===== config.mk =====
export PLATFORM = sky130hd
export DESIGN_NAME = useq_gen
export DESIGN_NICKNAME = d
export VERILOG_FILES = /design/src/rtl/useq_pkg.sv /design/src/rtl/useq_stack.sv /design/src/rtl/useq_gen.sv
export SDC_FILE = /design/constraint.sdc
export NUM_CORES = 1
export LEC_CHECK = 0
export ABC_AREA = 0
export CAP_MARGIN = 20
export CORE_MARGIN = 10
export CORE_UTILIZATION = 36
export CTS_CLUSTER_DIAMETER = 40
export DETAILED_ROUTE_END_ITERATION = 12
export PLACE_DENSITY = 0.72
export SKIP_LAST_GASP = 1
export SLEW_MARGIN = 10
export SYNTH_ARGS = -nofsm -noshare
export SYNTH_HDL_FRONTEND = slang
export SYNTH_SLANG_ARGS = --single-unit

===== constraint.sdc =====
create_clock -name clk -period 6.6 [get_ports clk]
set_clock_uncertainty 0.15 [all_clocks]
set_input_delay 1.32 -clock clk [delete_from_list [all_inputs] [get_ports clk]]
set_output_delay 1.32 -clock clk [all_outputs]
set_load 0.03 [all_outputs]

===== src/rtl/useq_pkg.sv =====
// Shared definitions for the microprogram sequencer: sequencing opcodes and
// microword field positions expressed as functions of the word widths.
package useq_pkg;

  typedef enum logic [2:0] {
    SEQ_NEXT  = 3'd0,
    SEQ_JMP   = 3'd1,
    SEQ_JCOND = 3'd2,
    SEQ_CALL  = 3'd3,
    SEQ_RET   = 3'd4,
    SEQ_DISP  = 3'd5,
    SEQ_WAIT  = 3'd6,
    SEQ_HALT  = 3'd7
  } seq_op_e;

  localparam int SEQ_OP_W = 3;
  localparam int COND_W   = 3;

  // seq_op occupies the top three bits, cond the three just below it.
  function automatic int seqOpLsb(input int uw);
    return uw - SEQ_OP_W;
  endfunction

  function automatic int condLsb(input int uw);
    return uw - SEQ_OP_W - COND_W;
  endfunction

  function automatic int targetMsb(input int ua);
    return ua - 1;
  endfunction

endpackage


===== src/rtl/useq_stack.sv =====
// Return-address LIFO for micro-subroutine calls. Overflowing pushes and
// underflowing pops are silently dropped; the sequencer reports them.
module useq_stack #(
  parameter int UA     = 8,
  parameter int SDEPTH = 4
) (
  input  logic                          clk,
  input  logic                          rst,
  input  logic                          push_i,
  input  logic                          pop_i,
  input  logic [UA-1:0]                 din_i,
  output logic [UA-1:0]                 top_o,
  output logic [$clog2(SDEPTH+1)-1:0]   depth_o,
  output logic                          full_o,
  output logic                          empty_o
);

  localparam int DW = $clog2(SDEPTH + 1);
  localparam int AW = (SDEPTH > 1) ? $clog2(SDEPTH) : 1;

  logic [UA-1:0] mem_q [SDEPTH];
  logic [DW-1:0] depth_q;
  logic          doPush;
  logic          doPop;
  logic [AW-1:0] wrPtr;
  logic [AW-1:0] rdPtr;

  assign full_o  = (depth_q == DW'(SDEPTH));
  assign empty_o = (depth_q == '0);
  assign doPush  = push_i && !full_o;
  assign doPop   = pop_i && !empty_o;
  assign wrPtr   = AW'(depth_q);
  assign rdPtr   = AW'(depth_q - DW'(1));
  assign top_o   = empty_o ? '0 : mem_q[rdPtr];
  assign depth_o = depth_q;

  // Entry contents need no reset: only slots below depth_q are ever read.
  always_ff @(posedge clk) begin
    if (rst) begin
      depth_q <= '0;
    end else if (doPush) begin
      mem_q[wrPtr] <= din_i;
      depth_q      <= depth_q + DW'(1);
    end else if (doPop) begin
      depth_q <= depth_q - DW'(1);
    end
  end

endmodule


===== src/rtl/useq_gen.sv =====
// Microprogram sequencer: holds micro-PC and microinstruction register and
// computes the next ROM address from the sequencing field of the current word.
module useq_gen
  import useq_pkg::*;
#(
  parameter int UA     = 8,
  parameter int UW     = 24,
  parameter int NFLAG  = 4,
  parameter int SDEPTH = 4,
  parameter int OPW    = 4
) (
  input  logic                        clk,
  input  logic                        rst,
  input  logic [UW-1:0]               rom_d,
  input  logic [NFLAG-1:0]            flags,
  input  logic [OPW-1:0]              opcode,
  input  logic                        mem_ready,
  input  logic                        hold,
  output logic [UA-1:0]               next_upc,
  output logic [UA-1:0]               upc,
  output logic [UW-1:0]               uir,
  output logic [$clog2(SDEPTH+1)-1:0] depth,
  output logic                        halted,
  output logic                        stack_err
);

  logic [UA-1:0]       upc_q;
  logic [UW-1:0]       uir_q;
  logic                stackErr_q;

  seq_op_e             seqOp;
  logic [COND_W-1:0]   cond;
  logic [UA-1:0]       target;
  logic [3:0]          flagsExt;
  logic                condTrue;
  logic [UA-1:0]       upcInc;
  logic [UA-1:0]       dispAddr;

  logic                stackPush;
  logic                stackPop;
  logic                errSet;
  logic [UA-1:0]       stackTop;
  logic                stackFull;
  logic                stackEmpty;

  assign seqOp    = seq_op_e'(uir_q[seqOpLsb(UW) +: SEQ_OP_W]);
  assign cond     = uir_q[condLsb(UW) +: COND_W];
  assign target   = uir_q[targetMsb(UA):0];
  assign upcInc   = upc_q + UA'(1);
  assign dispAddr = target + UA'(opcode);

  // Flag selects beyond NFLAG read as zero.
  always_comb begin
    flagsExt              = '0;
    flagsExt[NFLAG-1:0]   = flags;
  end

  assign condTrue = (flagsExt[cond[1:0]] == cond[2]);

  // Returning upc makes the ROM refetch the current word, which is how hold,
  // wait, halt and stack errors freeze the sequencer without extra state.
  always_comb begin
    next_upc  = upcInc;
    stackPush = 1'b0;
    stackPop  = 1'b0;
    errSet    = 1'b0;
    if (rst) begin
      next_upc = '0;
    end else if (stackErr_q || (seqOp == SEQ_HALT) || hold) begin
      next_upc = upc_q;
    end else begin
      case (seqOp)
        SEQ_NEXT:  next_upc = upcInc;
        SEQ_JMP:   next_upc = target;
        SEQ_JCOND: next_upc = condTrue ? target : upcInc;
        SEQ_CALL: begin
          if (stackFull) begin
            errSet   = 1'b1;
            next_upc = upc_q;
          end else begin
            stackPush = 1'b1;
            next_upc  = target;
          end
        end
        SEQ_RET: begin
          if (stackEmpty) begin
            errSet   = 1'b1;
            next_upc = upc_q;
          end else begin
            stackPop = 1'b1;
            next_upc = stackTop;
          end
        end
        SEQ_DISP:  next_upc = dispAddr;
        SEQ_WAIT:  next_upc = mem_ready ? upcInc : upc_q;
        default:   next_upc = upc_q;
      endcase
    end
  end

  always_ff @(posedge clk) begin
    if (rst) begin
      upc_q      <= '1;
      uir_q      <= '0;
      stackErr_q <= 1'b0;
    end else begin
      upc_q      <= next_upc;
      uir_q      <= rom_d;
      stackErr_q <= stackErr_q | errSet;
    end
  end

  useq_stack #(
    .UA     (UA),
    .SDEPTH (SDEPTH)
  ) u_stack (
    .clk     (clk),
    .rst     (rst),
    .push_i  (stackPush),
    .pop_i   (stackPop),
    .din_i   (upcInc),
    .top_o   (stackTop),
    .depth_o (depth),
    .full_o  (stackFull),
    .empty_o (stackEmpty)
  );

  assign upc       = upc_q;
  assign uir       = uir_q;
  assign stack_err = stackErr_q;
  assign halted    = stackErr_q | (seqOp == SEQ_HALT);

endmodule


## After elaboration in Yosys (flattened, before gate mapping)

Memories as Yosys holds them, arrays and structs flattened.
Index checks and enable logic that the tools add are counted.

| storage, ports and cells | value |
|---|---|
| RAM bits | 32 |
| logic and storage cells | 57 |
| register bits after elaboration | 36 |
| memories kept | 1 |
| output and inout bits | 45 |

| operators by class | value |
|---|---|
| equality and inequality tests | 9 |
| order comparisons | 1 |
| bitwise operators | 2 |
| mux-type cells | 27 |
| reduce and logical (&&, ||, !) cells | 9 |
| $add $sub $neg | 4 |

Memory list:

| memory | depth | width | read ports | clocked after Yosys merged registers in | wr ports | line | RTL |
|---|---|---|---|---|---|---|---|
| u_stack.mem_q | 4 | 8 | 1 | 0 | 1 | useq_stack.sv:21 | `logic [UA-1:0] mem_q [SDEPTH];` |

Operators by type and width:

| cell | number |
|---|---|
| $pmux 8 s7 | 1 |
| $mux 8 | 6 |
| $mux 1 | 16 |
| $eq 3x3->1 const B | 5 |
| $add 8x1->8 const B | 1 |
| $add 8x4->8 | 1 |
| $eq 3x2->1 const B | 2 |
| $logic_not 3->1 | 2 |
| $mux 3 | 2 |
| $add 3x1->3 const B | 1 |
| $eq 3x1->1 const B | 1 |
| $lt 2x3->1 const B | 1 |
| $sub 3x1->3 const B | 1 |
| $bmux 1 s2 | 1 |
| $logic_and 1x1->1 | 2 |
| $logic_not 1->1 | 2 |
| $logic_or 1x1->1 | 2 |
| $or 1x1->1 | 2 |
| $pmux 1 s2 | 1 |
| $reduce_bool 2->1 | 1 |
| $eq 1x1->1 | 1 |

## Depth between registers and ports, before layout

| logic depth | value |
|---|---|
| depth after elaboration | 9 |
| gate-level depth with buffers | 10 |
| gate-level depth less buffers | 8 |

## By module

From an unflattened synthesis, not the netlist that was laid out.

| second synthesis, totals | value |
|---|---|
| cells, all modules | 348 |
| area, all modules | 3,682.3 µm² |

By module, submodules not included:

| module | area each (µm²) | sequential area each (µm²) | instances | cells each |
|---|---|---|---|---|
| useq_gen | 2,189.6 | 660.6 | 1 | 265 |
| useq_stack | 1,492.7 | 1,021.0 | 1 | 83 |

## Worst setup path before layout

OpenSTA, ideal clock, no wires.

| timing path | value |
|---|---|
| path type | input port to output port |
| from | input port opcode[0] |
| to | output port next_upc[6] |
| cell stages on the path | 8 |
| arrival time | 3.359 ns |
| required time | 5.130 ns |
| buffers on the path | 0 |
| slack | 1.771 ns |
| path through | ha_1 > fa_1 > a211oi_1 > o31a_1 > o21ai_0 > nand4_1 > a211oi_2 > nor3_1 |

| on the way | value |
|---|---|
| longest elaborated chain between the ends | 4 |

Ends and longest elaborated chain:

| item | line | RTL |
|---|---|---|
| start, declared | useq_gen.sv:16 | `input logic [OPW-1:0] opcode,` |
| $add 8x4->8 | useq_gen.sv:50 | `assign dispAddr = target + UA'(opcode);` |
| $pmux 8 s7 | useq_gen.sv:72 | `case (seqOp)` |
| $mux 8 | useq_gen.sv:69 | `end else if (stackErr_q \|\| (seqOp == SEQ_HALT) \|\| hold) begin` |
| $mux 8 | useq_gen.sv:67 | `if (rst) begin` |
| end, declared | useq_gen.sv:19 | `output logic [UA-1:0] next_upc,` |

Every way passes these cells.

## Worst setup path after layout

| timing path | value |
|---|---|
| from | input port opcode[0] |
| to | output port next_upc[4] |

Same word-level chain as after synthesis.

==> impl_metrics.toml <==
[clock_network]
cts.path.max_buffers = 2
cts_sinks = 68
cts_tree = "built"
cts_resized = 0
clk_pin_slew_worst_paths_ns = 0.07
clk_latency_ns = 0.34
cts_root_buf = "clkbuf_8"
cts_hold_buf = 0
cts_setup_buffers = 0
cts_buffers = 9
h-tree-depth = 3

[yosys]
yosysSeqAreaShare_pct = 46.8
synth_top_cell_area_share_pct = 26.7
synth_top_cell_by_area = "edfxtp_1"
synthesis.area_um2 = 3590
netlist_instances = 317
yosys_register_bits = 68
yosysMostFrequentCell = "dfxtp_1"
synth-async-reset-ratio_pct = 0
synth-warning-count = 0
dominantRegCellSynth = "dfxtp_1"
syn_nets = 364
synth_cell_types = 70
synth_edf_count = 32
synth_area_leaders = "edfxtp_1 (27%), dfxtp_1 (20%), mux4_2 (5.6%)"
avgSynthCellArea_um2 = 11.3
synth.top_cells.by_count = "dfxtp_1 (36), edfxtp_1 (32), nor2b_1 (30)"

[routing]
drtAntennaViolNets = 0
drt_iter0_drc = 193
wl_mm = 9.70
route.detailed.wl_per_inst_um = 18.4
drc = 0
via_per_inst = 5.36
dr.pass1.iters = 7
vias = 2823

[global_route]
grt_max_degree = 26
overflow = 0
antenna_found_initial = 0
grt_pass1_vias = 2915
grt.total_usage_pct = 13.2
grt_pass1_wl_mm = 15.4

[floorplanning]
io_pins = 81
dieHeight_um = 120
chipWidth_um = 120
initial_utilization_pct = 36.9
core_um2 = 9730
die_area_um2 = 14400
rows = 36

[layout]
fin_util_pct = 47.7
final_cells = 527
seqCellArea_um2 = 1680
antennaDiodeCount = 0
multi_input_area_um2 = 1760
drive_gt1_share_pct = 11.7
fin_nets = 436
syn2layout_area_growth_pct = 29.0
fillers = 924

[place]
numPortBuffers = 80
dp.cells = 511
gp_congestion = 0.921
dp_hpwl_mm = 7.12

[run]
drv_cap = 0

[sta]
slew_viol_final = 0
grt_setup_unrepaired = "false"
setup_violations = 0
post-route-min-period_ns = 5.84
min_period_over_period_pct = 88.5
tightest_slew_ns = 1.08
finalHoldViolations = 0
setup_tns_ns = 0
max_freq_ghz = 0.171
slew_headroom_pct = 27.3

[setup_path]
crit_fanout = 4
worst_setup_path_end_kind = "primary output"
start_kind = "input port"
worst_ep_arrival_time_ns = 4.37
required_ns = 5.13
critPathKind = "input port to primary output"

[pwr]
p_per_area_nw_per_um2 = 237
leakagePower_nw = 1.63
finalPower_mw = 1.10
ir_worst_vdd_v = 0.000121

[hold_path]
hp-class = "flop to flop"

[status]
outcome = "completed"
logic make-up after synthesis:
group / after synthesis / share of synthesized area (%)
and+or+nand+nor: 111 / 18.3
DFF: 68 / 46.8
adders and majority gates: 11 / 4.04
xor gates and xnor gates: 11 / 3.20
muxes: 10 / 5.92
AOI/OAI and AO/OA: 79 / 17.4
buffers and inverters: 27 / 4.28
power breakdown:
group	internal, mW	total, mW	switching [mW]
combinational	0.118	0.261	0.143
sequential	0.471	0.502	0.0309
clock	0.178	0.334	0.156
through the flow:
| stage | hold WS, ns | cell area, um^2 | setup WS [ns] |
|---|---|---|---|
| after floorplan | 0.502 | 3590 | 1.77 |
| after global placement | 0.383 | 4450 | 0.850 |
| after detailed placement | 0.385 | 4450 | 0.805 |
| after CTS | 0.407 | 4640 | 0.795 |
| after global routing | 0.495 | 4640 | 0.474 |
| final | 0.410 | 4640 | 0.757 |
placed cells by master (no fill, tap or decap), drive strengths merged, types with 8 or more instances in the layout:
cell type	Yosys	final
nor2b	30	30
a21oi	15	15
o21ai	10	10
nand2	8	8
clkdlybuf4s50	0	80
dfxtp	36	36
a211oi	8	8
edfxtp	32	32
clkbuf	13	11
ha	10	10
xnor2	8	8
nor2	20	20
mux4	9	9
path summary, 6_finish.rpt:
check	slack, ns	cells after the start	start	endpoint
max	0.76	10	opcode[0]	next_upc[4]
min	0.41	2	stack_err	stack_err
max reg2reg	3.38	5	uir[22]	u_stack.mem_q[3][4]
min reg2reg	0.41	2	stack_err	stack_err
area by class of cell:
type	count	share of cell area (%)
Sequential cell	68	36.3
Inverter	5	0.405
Clock inverter	5	1.16
Tap cell	133	3.59
Timing Repair Buffer	83	17.8
Multi-Input combinational cell	222	37.9
Clock buffer	11	2.91
metal layers:
metal,vias to the layer above,wire length (um),GRT usage [%]
met5,-,0,0
met4,0,110,3.39
met3,17,1030,5.77
met2,141,4460,20.0
met1,1328,4100,16.7
li1,1337,-,-
worst max-delay path, stage by stage:
cell and delay (ns):
clkdlybuf4s50_1 0.40, ha_1 0.23, fa_1 0.43, a211oi_1 0.45, o21ai_0 0.17, a21oi_1 0.16
o21bai_1 0.09, a31oi_1 0.18, nor2b_1 0.22, clkdlybuf4s50_1 0.71
flip-flops by register name (all words and copies together), names as in the netlist:
name             flops
u_stack.mem_q       32
uir                 24
u_stack.depth_o      3
upc                  8
stack_err            1
(Power assumes the default switching activity.)
